--- src/rtl/pc_branch_unit.sv ---
// Program counter with branch/jump redirect, one-cycle flush pulse and saturating taken-branch counter.
// Optional macro BNE_SUPPORT_EN adds BNE (branch when zero flag is clear) to the branch decision.
module pc_branch_unit #(
  parameter logic [31:0] RESET_PC    = 32'h0040_0000,
  parameter int unsigned COUNT_WIDTH = 16
) (
  input  logic                   clk,
  input  logic                   reset,
  input  logic                   stall,
  input  logic                   branch_eq,
  input  logic                   branch_ne,
  input  logic                   zero,
  input  logic                   jump,
  input  logic [25:0]            jump_target,
  input  logic [31:0]            imm_ext,
  output logic [31:0]            pc,
  output logic [31:0]            pc_plus4,
  output logic                   pc_src,
  output logic                   flush,
  output logic [COUNT_WIDTH-1:0] taken_count
);

  logic [31:0]            pc_q, pc_d;
  logic                   flush_q, flush_d;
  logic [COUNT_WIDTH-1:0] taken_count_q, taken_count_d;
  logic [31:0]            branch_addr_s;
  logic [31:0]            jump_addr_s;
  logic                   unused_ok;

`ifdef BNE_SUPPORT_EN
  assign unused_ok = ^imm_ext[31:30];
`else
  assign unused_ok = ^{imm_ext[31:30], branch_ne};
`endif

  // Sequential-address, target-address and branch-decision logic.
  always_comb begin
    pc_plus4      = pc_q + 32'd4;
    branch_addr_s = pc_plus4 + {imm_ext[29:0], 2'b00};
    jump_addr_s   = {pc_plus4[31:28], jump_target, 2'b00};
`ifdef BNE_SUPPORT_EN
    pc_src = (branch_eq & zero) | (branch_ne & ~zero);
`else
    pc_src = branch_eq & zero;
`endif
  end

  // Next-state selection: stall holds everything, jump outranks a taken branch.
  always_comb begin
    pc_d          = pc_q;
    flush_d       = 1'b0;
    taken_count_d = taken_count_q;
    if (stall) begin
      pc_d          = pc_q;
      flush_d       = 1'b0;
      taken_count_d = taken_count_q;
    end else if (jump) begin
      pc_d    = jump_addr_s;
      flush_d = 1'b1;
    end else if (pc_src) begin
      pc_d    = branch_addr_s;
      flush_d = 1'b1;
      if (taken_count_q != {COUNT_WIDTH{1'b1}}) begin
        taken_count_d = taken_count_q + COUNT_WIDTH'(1);
      end else begin
        taken_count_d = taken_count_q;
      end
    end else begin
      pc_d = pc_plus4;
    end
  end

  // State registers with synchronous reset taking priority over everything.
  always_ff @(posedge clk) begin
    if (reset) begin
      pc_q          <= RESET_PC;
      flush_q       <= 1'b0;
      taken_count_q <= {COUNT_WIDTH{1'b0}};
    end else begin
      pc_q          <= pc_d;
      flush_q       <= flush_d;
      taken_count_q <= taken_count_d;
    end
  end

  assign pc          = pc_q;
  assign flush       = flush_q;
  assign taken_count = taken_count_q;

endmodule

--- config.mk ---
export PLATFORM = sky130hd
export DESIGN_NAME = pc_branch_unit
export DESIGN_NICKNAME = d
export VERILOG_FILES = /design/src/rtl/pc_branch_unit.sv
export SDC_FILE = /design/constraint.sdc
export NUM_CORES = 1
export LEC_CHECK = 0
export ABC_AREA = 1
export CAP_MARGIN = 5
export CELL_PAD_IN_SITES_DETAIL_PLACEMENT = 0
export CELL_PAD_IN_SITES_GLOBAL_PLACEMENT = 1
export CORE_MARGIN = 5
export CORE_UTILIZATION = 30
export DETAILED_ROUTE_END_ITERATION = 16
export MAX_ROUTING_LAYER = met4
export PLACE_DENSITY = 0.79
export SYNTH_ARGS = -nofsm -noshare
export SYNTH_HDL_FRONTEND = slang
export SYNTH_SLANG_ARGS = --single-unit
--- constraint.sdc ---
create_clock -name clk -period 2.25 [get_ports clk]
set_input_delay 0.225 -clock clk [delete_from_list [all_inputs] [get_ports clk]]
set_output_delay 0.225 -clock clk [all_outputs]
set_load 0.05 [all_outputs]
# == Word level (Yosys, flattened, before mapping) ==
# Index checks and enable logic that the tools add are counted.
# classes
add_sub_neg,3
eq_ne,1
n_mux,4
n_bitwise,3
n_reduce_logical,2
# op_table
op,count
two-way mux 32 bit,2
"adder 32 x 3 -> 32 bit, second input constant",1
adder 32 bit,1
"adder 16 x 1 -> 16 bit, second input constant",1
"inequality test 16 bit, second input constant",1
AND reduction 4 bit,1
two-way mux 1 bit,2
NOT 1 bit,2
OR reduction 2 bit,1
AND 1 bit,1
# totals
register_bits,49
input_bits,65
output_inout_bits,82
wordCells,16

# == Depth between registers and ports, before layout ==
# Gate-level depths: netlist of the first run.
# logic_depth
depth_word,4
ltp_mapped,23
mapped_depth_nobuf,23

# == Worst setup path after synthesis of the first run ==
# No wires, ideal clock.
# synth_path
kind,register to register
start,register pc_q[2] (netlist: pc[2])
end,register pc_q[28] (netlist: pc[28])
setup_time_ps,114
t_arrival_ps,3502
t_required_ps,2136
setup_slack_ps,-1365
stages_incl_launch_ff,16
path_buffers,0
synth_period_minus_slack_ps,3615
cell_sequence,dfxtp_1 -> nand3_1 -> nor2_2 -> nand2_1 -> xnor2_1 -> ha_1 -> nand2_1 -> nand2_1 -> a21oi_1 -> o21ai_0 -> a21oi_1 -> nand2_1 -> nand2_1 -> nand3_1 -> nand2_1 -> nand2_1
# synth_via
elab_chain_cells,4
# synth_lines
element,line,source
start: declaration,23,"logic [31:0] pc_q, pc_d;"
start signal: assignment,80,pc_q <= pc_d;
adder 32 x 3 -> 32 bit,38,pc_plus4 = pc_q + 32'd4;
named net pc_plus4[13],17,"output logic [31:0] pc_plus4,"
adder 32 bit,39,"branch_addr_s = pc_plus4 + {imm_ext[29:0], 2'b00};"
two-way mux 32 bit,60,end else if (pc_src) begin
two-way mux 32 bit,57,end else if (jump) begin
# The timed path passes the listed nets, and every way through them passes these cells.
# A chain may end at the register's enable or synchronous reset.

# == Final worst setup path of the first run ==
# layout_path
start,register pc_q[3] (netlist: pc[3])
end,register pc_q[27] (netlist: pc[27])
# layout_via
elab_chain_cells,4
# layout_lines
element,line
adder 32 x 3 -> 32 bit *,38
adder 32 bit,39
two-way mux 32 bit *,60
two-way mux 32 bit *,57
# Every way passes the cells marked *; elsewhere a longest branch is shown, timed or not.

==> results of run 1 <==
[placed cells by master (no fill, tap or decap), drive strengths merged, types with 2 or more instances in the layout]
cell,netlist,final
a31oi,7,7
xor2,19,19
nand3b,5,5
o21ai,46,46
xnor2,9,9
dfxtp,47,47
a21o,2,2
nand3,74,74
or2,5,5
nand4,13,13
nor4,2,2
nor2,94,94
clkdlybuf4s50,0,110
inv,146,145
clkinvlp,0,4
nor3,17,17
buf,8,281
a21oi,85,85
ha,38,38
nand2,320,320
o21bai,9,9
clkbuf,12,5
and2,5,5
conb,1,4
[flip-flops by register name, indices dropped and copies added, names as in the netlist]
| register | cells |
|---|---|
| flush | 1 |
| pc | 30 |
| taken_count | 16 |
[worst min path at each step]
stage / slack, ps / end / cells after the start / start
4_1_cts: 510 / taken_count[10] / 2 / taken_count[10]
3_5_place_dp: 500 / taken_count[10] / 2 / taken_count[10]
5_1_grt: 530 / taken_count[10] / 2 / taken_count[10]
3_3_place_gp: 490 / taken_count[10] / 2 / taken_count[10]
2_1_floorplan: 420 / pc[6] / 2 / jump_target[4]
6_report: 510 / taken_count[10] / 2 / taken_count[10]
[layout make-up]
type | instances | share of cell area, %
inverter | 146 | 5.11
tap | 229 | 2.58
clock buffer | 5 | 1.12
multi-input combinational | 760 | 49.1
sequential | 47 | 9.18
timing repair buffer | 391 | 32.7
clock inverter | 3 | 0.236
[logic make-up (layout without fill, tap and decap cells)]
logic type                 count (synthesis)  in the layout  share of synthesized area [%]
other                                      1              4                         0.0685
buffers and inverters                    166            545                           11.9
and+or+nand+nor                          537            537                           42.4
xor gates and xnor gates                  28             28                           4.61
DFF                                       47             47                           17.2
adders and majority gates                 39             39                           9.05
AOI/OAI and AO/OA                        152            152                           14.8
[layer usage]
metal | vias up | part of all wire [%]
li1 | 3850 | -
met1 | 3623 | 44
met2 | 295 | 46
met3 | 60 | 6.0
met4 | 0 | 4.5
met5 | - | 0
[worst min-delay path, stage by stage, from the launching register on]
cell	delay (ps)
dfxtp_1	350
inv_1	60
a21oi_1	60
[through the flow]
| stage | worst slack [ps] | hold slack (ps) |
|---|---|---|
| floorplan | -525 | 421 |
| global placement | -759 | 491 |
| detailed placement | -829 | 499 |
| CTS | -499 | 510 |
| global route | -716 | 529 |
| finish | -516 | 506 |
[power by group]
group | internal, mW | switching, mW
registers | 0.870 | 0.0481
logic | 1.11 | 1.36
clock network | 0.427 | 0.411
total | 2.41 | 1.82
[repair_timing]
action                     4_1_cts  5_1_grt
gates resized for setup        223      122
setup endpoints to repair       32       41
buffers inserted                39       14
pin swaps                       78       69
==> summary.log, run 1 <==
[outcome] result of the run finished with violations
[outcome] violations in the final reports negative setup slack
[yosys] Primary FF master, synth dfxtp_1
[clock_tree] clock latency of the later-clocked register in the worst-skew pair 310 ps
[clock_tree] deepest level of the CTS H-tree 2
[pwr] worst IR drop on VDD 0.285 mV
[sta] Hold Violations, Final 0
[clock_tree] TritonCTS clock tree yes
[setup_path] startpoint-to-endpoint class of the critical path reg -> reg
[floorplanning] core area 18,000 um^2
[sta] clock period minus worst slack 2770 ps
[setup_path] Worst Reg2Reg Path Length in Cells 20
[placed_design] Placed Cells 1,522
[setup_path] delay of the slowest cell on the worst path 360 ps
[setup_path] worst reg2reg path endpoint pc[27]
[routing] # DRC 0
[final_layout] Area growth, synth to finish 103%
[clock_tree] Inserted Clock Buffers 5
[setup_path] CP max stage cell dfxtp_4
[yosys] async set or reset register ratio after synthesis 0%
[setup_path] ordered cell list for the critical path buf_6 -> nand3_1 -> nor2_4 -> buf_6 -> buf_4 -> nand3_1 -> nand2_2 -> inv_2 -> ha_1 -> nand2_2 -> inv_1 -> nand2_1 -> nand2_1 -> o21bai_1 -> a21oi_2 -> nand2_1 -> nand2_1 -> nand3_1 -> nand2_1 -> nand2_1
[yosys] flops & latches, synth 47
[clock_tree] maximum clock insertion buffer count 2
[final_layout] Diodes inserted 0
[final_layout] final cell count without fillers 1,581
[setup_path] most common cell type on the critical path nand2_1
[routing] number of DRC markers in iteration 0 549
[yosys] Synth warnings 0
[final_layout] layout cells sized above 1 45.3%
[pwr] leakage power total 5.07 nW
[setup_path] Levels on crit path 20
[global_route] vias in the first global route 7,670
[yosys] most used standard cell by instance count after synthesis nand2_1
[routing] total wire length after detailed routing 27.4 mm
[final_layout] Total Nets Final 1,455
[sta] final max-slew violation count 0
[sta] final clock period utilization by the worst path 123%
[routing] via density per instance 4.95
[routing] WL per Instance 17.4 um
[sta] final clock skew 8.05 ps
[global_route] global-route track usage on met1 32.6%
[clock_tree] clock sink total 47
[setup_path] Critical Path Start pc[3]
[yosys] sequential area share after synthesis 17.2%
[floorplanning] Die Height 145 um
[routing] first-pass iteration count of the detailed router 6
[floorplanning] Die Span X 145 um
[setup_path] R2R setup slack -520 ps
[sta] Worst Max-Slew Pin Slew 557 ps
[sta] setup repair after global routing missed its margin yes
[clock_tree] cell at the root of the clock tree clkbuf_16
[global_route] met2 global-route usage 39.4%
[yosys] unique cell type count in the Yosys netlist 42
[setup_path] startpoint of the worst register-to-register path pc[3]
[global_route] pin count of the biggest net entering global routing 27
[setup_path] cell type group with the largest total delay on the critical path simple AND/OR/NAND/NOR gates
[yosys] Cells after Synth 970
[setup_path] maximum net fanout on the critical path 3
[final_layout] final standard cell area without fillers 11,100 um^2
[global_route] GRT Residual Overflow 0
[final_layout] footprint of the multi-input gates 5460 um^2
[setup_path] crit path launch type flip-flop
[placed_design] placed wire-length estimate after detailed placement 21.4 mm
[setup_path] Worst setup endpoint pc[27]
[yosys] Avg Cell Area, Syn 5.65 um^2
[setup_path] Worst setup EP type flip-flop
[final_layout] Finished Core Util 61.9%
[floorplanning] effective utilization at floorplan 30.5%
[global_route] antenna violations before repair 0
[global_route] met3 global-route usage 3.46%
[yosys] biggest area consumer among synthesized cells nand2_1
[placed_design] dpl cell area 9140 um^2
[global_route] overall routing resource usage 25.2%
[placed_design] IO buf count 139
[floorplanning] number of core rows 49
[clock_tree] Clock transition at path regs 80 ps
[global_route] first-pass GRT wire length 41.6 mm
[setup_path] WP data required 2450 ps
[yosys] ranking of synthesized cells by instance count 314 x nand2_1, 141 x inv_1, 85 x a21oi_1
[yosys] fraction of post-synthesis cell area in the top cell type by area 21.5%
[floorplanning] number of ports placed on the die boundary 147
[sta] sum of negative setup slack -10,200 ps
[placed_design] final estimated routing congestion in global placement 0.992
[floorplanning] die area 21,100 um^2
[setup_path] CP Buf/Inv Count 5
[routing] number of nets still failing antenna checks after routing 0
[final_layout] fill cell instance count of the final layout 1,613
[global_route] Most Used Layer, Global Route met2
[clock_tree] # hold bufs at CTS 0
[sta] setup slack of the critical path after layout -516 ps
[worst_hold_path] Worst Hold Class reg -> reg
[pwr] total power divided by cell area 379 nW/um^2
[yosys] total standard cell area after synthesis 5480 um^2
[job] max-cap check violation count 0
[sta] relative slew slack 62.8%
[yosys] main area contributors after synthesis nand2_1 22%, dfxtp_1 17%, inv_1 9.7%, ha_1 8.7%, a21oi_1 7.8%
[routing] total via count after detailed routing 7,828
[setup_path] Worst Path Arrival 2970 ps
[pwr] overall power 4.22 mW
[sta] fmax 362 MHz
[final_layout] Reg area 1020 um^2
[sta] final-report setup violation count 33
[yosys] EDFF count, synth 0
(Power assumes the default switching activity.)
==> run 2: changes to the inputs <==
--- a/config.mk
+++ b/config.mk
@@ -11,3 +11,3 @@
 export CELL_PAD_IN_SITES_GLOBAL_PLACEMENT = 1
-export CORE_MARGIN = 5
+export CORE_MARGIN = 2
 export CORE_UTILIZATION = 30
@@ -15,3 +15,3 @@
 export MAX_ROUTING_LAYER = met4
-export PLACE_DENSITY = 0.79
+export PLACE_DENSITY_LB_ADDON = 0.1
 export SYNTH_ARGS = -nofsm -noshare
--- a/constraint.sdc
+++ b/constraint.sdc
@@ -3,2 +3,2 @@
 set_output_delay 0.225 -clock clk [all_outputs]
-set_load 0.05 [all_outputs]
+set_load 0.005 [all_outputs]
==> summary.log, run 2 (synthesized netlist as in run 1, its figures left out) <==
[routing] number of nets still failing antenna checks after routing 0 [unchanged]
[placed_design] placed wire-length estimate after detailed placement 20.5 mm [-4.5%]
[clock_tree] cell at the root of the clock tree clkbuf_16
[final_layout] most used cells in the layout excluding fill and tap cells 226 x buf_4, 206 x nand2_1, 115 x clkdlybuf4s50_1
[pwr] total power divided by cell area 344 nW/um^2 [-9.3%]
[placed_design] pre-CTS setup slack -707 ps [+123 ps]
[global_route] overall routing resource usage 26.9% [+1.7 points]
[global_route] antenna violations before repair 0 [unchanged]
[placed_design] dpl cell area 8970 um^2 [-1.9%]
[final_layout] Finished Core Util 63.4% [+1.5 points]
[sta] final clock period utilization by the worst path 122% [-1.1 points]
[pwr] leakage power total 5.22 nW [+2.9%]
[placed_design] final estimated routing congestion in global placement 0.944 [-4.8%]
[setup_path] Worst Path Arrival 2980 ps [about the same]
[sta] setup slack of the critical path after layout -492 ps [+23.6 ps]
[sta] Post-Route Hold Slack 511 ps [+4.71 ps]
[clock_tree] TritonCTS clock tree yes
[floorplanning] die area 19,400 um^2 [-8.1%]
[setup_path] R2R setup slack -490 ps [+20 ps]
[global_route] GRT Residual Overflow 0 [unchanged]
[floorplanning] core area 18,000 um^2 [unchanged]
[routing] first-pass iteration count of the detailed router 5 [-1]
[pwr] overall power 3.92 mW [-7.2%]
[setup_path] ordered cell list for the critical path buf_6 -> nand2_4 -> nor2_4 -> nand2_2 -> nor2_4 -> xnor2_4 -> inv_2 -> ha_4 -> nand2_2 -> buf_4 -> nor2_2 -> inv_2 -> nor2_4 -> nand4_1 -> nand4_1 -> nand3_4 -> a21oi_2
[clock_tree] clock latency of the later-clocked register in the worst-skew pair 300 ps [about the same]
[floorplanning] Die Height 139 um [-4.1%]
[routing] # DRC 0 [unchanged]
[worst_hold_path] number of cells on the worst hold path 2 [unchanged]
[final_layout] Total Nets Final 1,479 [+1.6%]
[setup_path] CP max stage cell dfxtp_4
[setup_path] Worst Reg2Reg Path Length in Cells 17 [-15%]
[final_layout] layout cells sized above 1 48.3% [+2.9 points]
[setup_path] Worst setup EP type flip-flop
[final_layout] Diodes inserted 0 [unchanged]
[sta] final max-slew violation count 0 [unchanged]
[routing] total wire length after detailed routing 26.6 mm [-3.1%]
[sta] final-report setup violation count 31 [-6.1%]
[setup_path] delay of the slowest cell on the worst path 380 ps [+20 ps]
[routing] via density per instance 4.84 [-2.3%]
[sta] Hold Violations, Final 0 [unchanged]
[routing] number of DRC markers in iteration 0 453 [-17%]
[worst_hold_path] Worst Hold Class reg -> reg
[sta] final clock skew 8.45 ps [+0.403 ps]
[floorplanning] Die Span X 139 um [-4.1%]
[sta] fmax 365 MHz [+0.86%]
[setup_path] WP data required 2490 ps [+40 ps]
[clock_tree] Inserted Clock Buffers 5 [unchanged]
[outcome] violations in the final reports negative setup slack
[floorplanning] number of core rows 49 [unchanged]
[routing] total via count after detailed routing 7,764 [-0.82%]
[clock_tree] maximum clock insertion buffer count 2 [unchanged]
[clock_tree] clock sink total 47 [unchanged]
[setup_path] startpoint-to-endpoint class of the critical path reg -> reg
[final_layout] Area growth, synth to finish 108%
[clock_tree] Clock transition at path regs 80 ps [about the same]
[placed_design] IO buf count 139 [unchanged]
[setup_path] maximum net fanout on the critical path 5 [+2]
[outcome] result of the run finished with violations
[floorplanning] number of ports placed on the die boundary 147 [unchanged]
[setup_path] crit path launch type flip-flop
[pwr] worst IR drop on VDD 0.262 mV [-8.1%]
[sta] setup repair after global routing missed its margin yes
[setup_path] most common cell type on the critical path nor2_4
[job] max-cap check violation count 0 [unchanged]
[global_route] vias in the first global route 7,502 [-2.2%]
[final_layout] final standard cell area without fillers 11,400 um^2 [+2.4%]
[sta] clock period minus worst slack 2740 ps [-23.6 ps]
[final_layout] max reg flops 30 [unchanged]
[final_layout] most frequent standard cell in the layout excluding fill and tap cells buf_4
[global_route] first-pass GRT wire length 40.1 mm [-3.5%]
[routing] WL per Instance 16.6 um [-4.6%]
[clock_tree] deepest level of the CTS H-tree 2 [unchanged]
[global_route] pin count of the biggest net entering global routing 23 [-15%]
[floorplanning] effective utilization at floorplan 30.5% [unchanged]
[run 2: worst paths after layout]
check | start | endpoint
worst max-delay path | pc[10] | pc[22]
worst min-delay path | taken_count[15] | taken_count[15]
worst max register to register | pc[10] | pc[22]
worst min register to register | taken_count[15] | taken_count[15]
[run 2: per-stage QoR]
stage | std cells | setup TNS, ps
floorplan | 973 | -658
global placement | 1524 | -12050
detailed placement | 1524 | -11870
finish | 1605 | -9100
CTS | 1580 | -8200
global route | 1605 | -12970
[run 2: report_power, final]
group / internal, mW / total [mW] / switching (mW)
Sequential: 0.873 / 0.926 / 0.0521
Combinational: 1.12 / 2.20 / 1.08
Clock: 0.417 / 0.794 / 0.376
[run 2: area by class of cell]
cell class | instances | area, um^2
clock buffers | 5 | 125
clock inverters | 3 | 23.8
fillers | 1645 | 6580
inverters | 146 | 568
multi-input cells | 760 | 5720
flip-flops and latches | 47 | 1000
well taps | 229 | 287
repair buffers | 415 | 3670
[run 2: metal layers]
layer	global-route usage, %	share of wire [%]	up-vias
met2	41.7	45	252
met5	-	0	-
li1	-	-	3901
met1	36.9	47	3560
met3	2.49	4.6	51
met4	9.36	3.5	0
[run 2: what timing repair did]
item	in CTS	in global routing
pin swaps	98	119
resized for setup	304	173
setup buffers	51	28
hold buffers	0	0
setup endpoints to repair	49	46
[run 2: critical path: cells and delay by family (launching register included)]
kind | cells | cell delay, ps
compound gates | 1 | 140
xor+xnor | 1 | 160
fa+ha+maj | 1 | 320
buf+inv | 4 | 420
flops | 1 | 380
simple gates | 10 | 1250
==> run 3: changes to the inputs <==
SLEW_MARGIN = 20   (was unset)
==> results of run 3 <==
No change in the layout: final DEF, timing and power equal those of run 2.
